==> config.mk <==
export PLATFORM = sky130hd
export DESIGN_NAME = seg7_scan_driver
export DESIGN_NICKNAME = d
export VERILOG_FILES = /design/src/rtl/seg7_pkg.sv /design/src/rtl/hex7seg_decode.sv /design/src/rtl/seg7_scan_driver.sv
export SDC_FILE = /design/constraint.sdc
export NUM_CORES = 1
export LEC_CHECK = 0
export ABC_CLOCK_PERIOD_IN_PS = 5600
export CAP_MARGIN = 10
export CORE_MARGIN = 10
export CORE_UTILIZATION = 45
export CTS_BUF_LIST = sky130_fd_sc_hd__clkbuf_4
export CTS_CLUSTER_DIAMETER = 120
export DETAILED_ROUTE_END_ITERATION = 8
export PLACE_DENSITY = 0.65
export SLEW_MARGIN = 25
export SYNTH_ARGS = -nofsm -noshare
export SYNTH_HDL_FRONTEND = slang
export SYNTH_SLANG_ARGS = --single-unit
==> constraint.sdc <==
create_clock -name clk -period 5.6 [get_ports clk]
set_clock_uncertainty 0.15 [all_clocks]
set_input_delay 1.12 -clock clk [delete_from_list [all_inputs] [get_ports clk]]
set_output_delay 1.12 -clock clk [all_outputs]
set_load 0.01 [all_outputs]
==> src/rtl/seg7_pkg.sv <==
// Shared font table and segment encoding for the 7-segment scan driver.
// seg bit order is {g,f,e,d,c,b,a} (bit 6 = g, bit 0 = a), active-low.
package seg7_pkg;

  localparam int SEG_W = 7;
  typedef logic [SEG_W-1:0] seg_t;

  localparam seg_t SEG_DASH  = 7'b0111111;
  localparam seg_t SEG_BLANK = 7'b1111111;

  localparam seg_t HEX_FONT [16] = '{
    7'b1000000, 7'b1111001, 7'b0100100, 7'b0110000,
    7'b0011001, 7'b0010010, 7'b0000010, 7'b1111000,
    7'b0000000, 7'b0010000, 7'b0001000, 7'b0000011,
    7'b1000110, 7'b0100001, 7'b0000110, 7'b0001110
  };

endpackage

==> src/rtl/hex7seg_decode.sv <==
// Nibble to active-low segment decoder; blank overrides, decimal mode dashes 10..15.
module hex7seg_decode
  import seg7_pkg::*;
(
  input  logic [3:0] nibble_i,
  input  logic       dec_mode_i,
  input  logic       blank_i,
  output seg_t       seg_o
);

  always_comb begin
    seg_o = HEX_FONT[nibble_i];
    if (dec_mode_i && (nibble_i > 4'd9)) seg_o = SEG_DASH;
    if (blank_i) seg_o = SEG_BLANK;
  end

endmodule

==> src/rtl/seg7_scan_driver.sv <==
// Time-multiplexed N-digit common-anode 7-segment driver with frame-aligned
// double buffering, leading-zero blanking and anti-ghosting slot blanking.
module seg7_scan_driver
  import seg7_pkg::*;
#(
  parameter int NUM_DIGITS   = 4,
  parameter int REFRESH_DIV  = 100000,
  parameter int BLANK_CYCLES = 4
) (
  input  logic                    clk,
  input  logic                    rst_n,
  input  logic                    en,
  input  logic                    load,
  input  logic [4*NUM_DIGITS-1:0] value,
  input  logic [NUM_DIGITS-1:0]   dp_mask,
  input  logic                    dec_mode,
  input  logic                    lz_blank,
  output logic [6:0]              seg,
  output logic                    dp_n,
  output logic [NUM_DIGITS-1:0]   an,
  output logic                    frame_tick
);

  localparam int CW = $clog2(REFRESH_DIV);
  localparam int IW = (NUM_DIGITS > 1) ? $clog2(NUM_DIGITS) : 1;
  localparam logic [CW-1:0] CNT_LAST  = CW'(REFRESH_DIV - 1);
  localparam logic [CW-1:0] CNT_PRE   = CW'(REFRESH_DIV - 2);
  localparam logic [CW-1:0] CNT_BLANK = CW'(BLANK_CYCLES);
  localparam logic [IW-1:0] IDX_LAST  = IW'(NUM_DIGITS - 1);

  logic [CW-1:0] cnt_q, cnt_d;
  logic [IW-1:0] idx_q, idx_d;
  logic [NUM_DIGITS-1:0][3:0] stg_q, disp_q;
  logic [NUM_DIGITS-1:0] stg_dp_q, disp_dp_q;
  logic pend_q, pend_d;

  logic slot_end, boundary, pre_boundary;
  logic [NUM_DIGITS-1:0] lz_run;
  logic run, blank_sel;
  seg_t seg_dec;

  assign slot_end     = (cnt_q == CNT_LAST);
  assign boundary     = slot_end && (idx_q == IDX_LAST);
  // Decoded one cycle early so the registered tick lines up with the boundary cycle.
  assign pre_boundary = (cnt_q == CNT_PRE) && (idx_q == IDX_LAST);

  assign cnt_d  = slot_end ? '0 : cnt_q + CW'(1);
  assign idx_d  = !slot_end ? idx_q : ((idx_q == IDX_LAST) ? '0 : idx_q + IW'(1));
  assign pend_d = load | (pend_q & ~boundary);

  always_comb begin
    run    = 1'b1;
    lz_run = '0;
    for (int i = NUM_DIGITS - 1; i >= 0; i--) begin
      run       = run & (disp_q[i] == 4'd0);
      lz_run[i] = run;
    end
  end

  assign blank_sel = lz_blank && (idx_q != '0) && lz_run[idx_q];

  hex7seg_decode u_dec (
    .nibble_i  (disp_q[idx_q]),
    .dec_mode_i(dec_mode),
    .blank_i   (blank_sel),
    .seg_o     (seg_dec)
  );

  always_ff @(posedge clk or negedge rst_n) begin
    if (!rst_n) begin
      cnt_q      <= '0;
      idx_q      <= '0;
      stg_q      <= '0;
      stg_dp_q   <= '0;
      disp_q     <= '0;
      disp_dp_q  <= '0;
      pend_q     <= 1'b0;
      an         <= '1;
      seg        <= SEG_BLANK;
      dp_n       <= 1'b1;
      frame_tick <= 1'b0;
    end else begin
      cnt_q  <= cnt_d;
      idx_q  <= idx_d;
      pend_q <= pend_d;
      if (load) begin
        stg_q    <= value;
        stg_dp_q <= dp_mask;
      end
      // A load in the boundary cycle stays pending; display takes the older staging.
      if (boundary && pend_q) begin
        disp_q    <= stg_q;
        disp_dp_q <= stg_dp_q;
      end
      an         <= (en && (cnt_q >= CNT_BLANK)) ? ~(NUM_DIGITS'(1) << idx_q) : '1;
      seg        <= seg_dec;
      dp_n       <= ~(disp_dp_q[idx_q] & ~blank_sel);
      frame_tick <= pre_boundary;
    end
  end

endmodule

==> run_results.csv <==
group,metric,value,unit
power_and_ir_drop,leakage,1.83,nW
sta,worst_slack,2720,ps
final_layout,final_nets,361,
placed_design,place_inst,413,
setup_path,worst_setup_path_end_kind,"flip-flop",
sta,layout_min_cycle_time,2880,ps
logic_synthesis,yosysWarnings,0,
setup_path,start_kind,"flip-flop",
placed_design,hpwlAfterDp,4810,um
grt,grt_max_degree,45,
clock_tree,clk_pin_slew,120,ps
sta,hold_viol,0,
sta,slew_viol_final,0,
sta,slew_headroom,0.395,
logic_synthesis,synth.avg_cell_area,12.4,um^2
floorplan,start_util,0.460,
final_layout,seq_area,0.00184,mm^2
logic_synthesis,synth_edf_count,0,
logic_synthesis,syn-cell-area,0.00351,mm^2
drt,postRouteAntennaNets,0,
placed_design,io_buffers,38,
status,status,"completed",
sta,setup_viol,0,
clock_tree,cts_root_buffer,"clkbuf_4",
sta,rsz0062_at_grt,"no",
logic_synthesis,yosysSeqAreaShare,0.524,
sta,fmax,0.347,GHz
clock_tree,clockBufferDepth,2,
floorplan,rows,32,
drt,drt_iter0_drc,94,
final_layout,final_core_util,0.543,
worst_hold_path,hold_path_class,"flip-flop to flip-flop",
clock_tree,tritoncts,"built",
logic_synthesis,synth_seq_cells,73,
logic_synthesis,yosysMostFrequentCell,"dfrtp_1",
grt,antenna_found_initial,0,
clock_tree,insertion_delay,420,ps
clock_tree,h-tree-depth,3,
drt,drt_wl_total,6740,um
setup_path,path_max_fanout,20,
setup_path,reg2reg_depth,4,
clock_tree,cts.sinks,73,
final_layout,fill_cells,677,
power_and_ir_drop,fin_total_pwr,1.02,mW
logic_synthesis,synth.largest_area_cell,"dfrtp_1",
sta,tightest_slew,904,ps
drt,viasPerCell,5.34,
floorplan,die_w,108,um
drt,wl_per_cell,15.7,um
setup_path,critPathRequiredTime,5750,ps
final_layout,area_growth,18.2,%
placed_design,gp_congestion,0.807,
grt,grt_overflow_total,0,
logic_synthesis,syn-num-nets,322,
logic_synthesis,yosys-top-cells-count,"61 x dfrtp_1, 43 x mux2_2, 17 x nor2_1, 15 x xor2_1, 14 x nand2_1",
placed_design,pre_cts_slack,2690,ps
worst_hold_path,hold_depth,1,
power_and_ir_drop,p_per_area,245,mW/mm^2
final_layout,antenna-diode-count,0,
drt,vias,2290,
logic_synthesis,ys.flop_type,"dfrtp_1",
grt,grt_pass1_wl,11700,um
grt,grt_pass1_vias,2361,
final_layout,multi_input_area,0.00158,mm^2
grt,grt_usage,0.124,
final_layout,final_cells,429,
sta,post-route-period-util,0.515,
clock_tree,cts_resized,0,
clock_tree,cts_buffers,9,
logic_synthesis,synth.area.top_cells,"dfrtp_1 43%, mux2_2 14%, dfstp_2 9.0%",
setup_path,crit_arrival,3030,ps
clock_tree,post_cts_buffers,0,
power_and_ir_drop,ir_drop,188,uV
logic_synthesis,yosys.cell_types.count,44,
floorplan,io_pins,39,
logic_synthesis,synthArstFlopShare,1.00,
floorplan,core_area,0.00765,mm^2
drt,drc,0,
clock_tree,cts-hold-fix-buffers,0,
floorplan,fp.dieArea,0.0117,mm^2
setup_path,worstSetupPathType,"flip-flop to flip-flop",
flow_run,drv_cap,0,
sta,timing.setup.tns,0,ps
drt,dr.pass1.iters,4,
final_layout,drive_gt1_frac,0.257,
logic_synthesis,synthCells,283,
logic_synthesis,synth_top_area_share,0.434,
floorplan,dieHeight,108,um
-- stage by stage --
| stage | hold slack (ps) | area [um^2] |
|---|---|---|
| 2_1_floorplan | 311 | 3510 |
| 3_3_place_gp | 329 | 3970 |
| 3_5_place_dp | 342 | 3970 |
| 4_1_cts | 364 | 4150 |
| 5_1_grt | 383 | 4150 |
| 6_report | 364 | 4150 |
-- layer usage --
layer  track usage  vias up  part of all wire
met5             0        -                 0
met4        0.0621        0             0.017
met3        0.0327        9             0.049
met2         0.181       46              0.45
met1         0.166     1128              0.48
li1              -     1107                 -
-- cells by family (layout without fill, tap and decap cells) --
kind of cell | after synthesis | after routing | synth area share
and+or+nand+nor | 80 | 80 | 0.126
DFF | 73 | 73 | 0.524
muxes | 52 | 52 | 0.181
AOI/OAI and AO/OA | 29 | 29 | 0.0545
buffers and inverters | 19 | 63 | 0.0256
xor gates and xnor gates | 17 | 17 | 0.0424
adders and majority gates | 13 | 13 | 0.0463
-- critical path: stages, from the launching register on --
cell and delay, ps:
dfrtp_1 450, or4_4 580, nor4_4 460, nand4_2 620, mux2_2 500
-- final cells by class --
class                      count  share of cell area
tap                          102              0.0307
clock buffer                   9              0.0163
multi-input combinational    191               0.381
clock inverter                 7              0.0286
timing repair buffer          39              0.0928
sequential                    73               0.443
inverter                       8             0.00723
-- sequential cells by signal (all words and copies together), names as in the netlist --
| signal | count |
|---|---|
| an | 4 |
| cnt_q | 17 |
| disp_dp_q | 4 |
| disp_q | 16 |
| dp_n | 1 |
| frame_tick | 1 |
| idx_q | 2 |
| pend_q | 1 |
| seg | 7 |
| stg_dp_q | 4 |
| stg_q | 16 |
-- cells in the final DEF (no fill, tap or decap), types with 2 or more instances in the layout --
| master | netlist | routed |
|---|---|---|
| a2111oi_0 | 2 | 2 |
| a21boi_0 | 2 | 2 |
| a21oi_1 | 7 | 7 |
| and2_1 | 2 | 2 |
| and3_1 | 5 | 5 |
| buf_4 | 0 | 2 |
| bufinv_16 | 0 | 3 |
| clkbuf_4 | 0 | 9 |
| clkdlybuf4s50_1 | 0 | 37 |
| clkinvlp_4 | 0 | 2 |
| dfrtp_1 | 61 | 61 |
| dfstp_2 | 12 | 12 |
| ha_1 | 13 | 13 |
| inv_1 | 8 | 8 |
| mux2_2 | 43 | 43 |
| mux2i_1 | 4 | 4 |
| mux4_2 | 5 | 5 |
| nand2_1 | 14 | 14 |
| nand3_1 | 12 | 12 |
| nand3b_1 | 3 | 3 |
| nand4_1 | 6 | 6 |
| nor2_1 | 17 | 17 |
| nor2b_1 | 2 | 2 |
| nor3_1 | 3 | 3 |
| nor4_1 | 6 | 6 |
| o2111ai_1 | 2 | 2 |
| o211ai_1 | 2 | 2 |
| o21ai_0 | 6 | 6 |
| o22ai_1 | 2 | 2 |
| or3_1 | 2 | 2 |
| or3b_2 | 2 | 2 |
| xnor2_1 | 2 | 2 |
| xor2_1 | 15 | 15 |
-- power by group --
group          switching (mW)  total, mW  internal, mW
Clock                   0.194      0.419         0.226
Combinational          0.0187     0.0481        0.0294
Sequential            0.00724      0.550         0.542
Total                   0.220       1.02         0.797
-- path summary, 6_finish.rpt --
| check | slack, ps | endpoint | from |
|---|---|---|---|
| setup / recovery | 2720 | disp_q[12]$_DFFE_PN0P_ | cnt_q[12]$_DFF_PN0_ |
| hold / removal | 360 | stg_dp_q[1]$_DFFE_PN0P_ | stg_dp_q[1]$_DFFE_PN0P_ |
| setup reg to reg | 2720 | disp_q[12]$_DFFE_PN0P_ | cnt_q[12]$_DFF_PN0_ |
| hold reg to reg | 360 | stg_dp_q[1]$_DFFE_PN0P_ | stg_dp_q[1]$_DFFE_PN0P_ |
| max in group asynchronous | 3980 | disp_q[6]$_DFFE_PN0P_ | rst_n |
| min in group asynchronous | 510 | cnt_q[15]$_DFF_PN0_ | rst_n |
(Power assumes the default switching activity.)
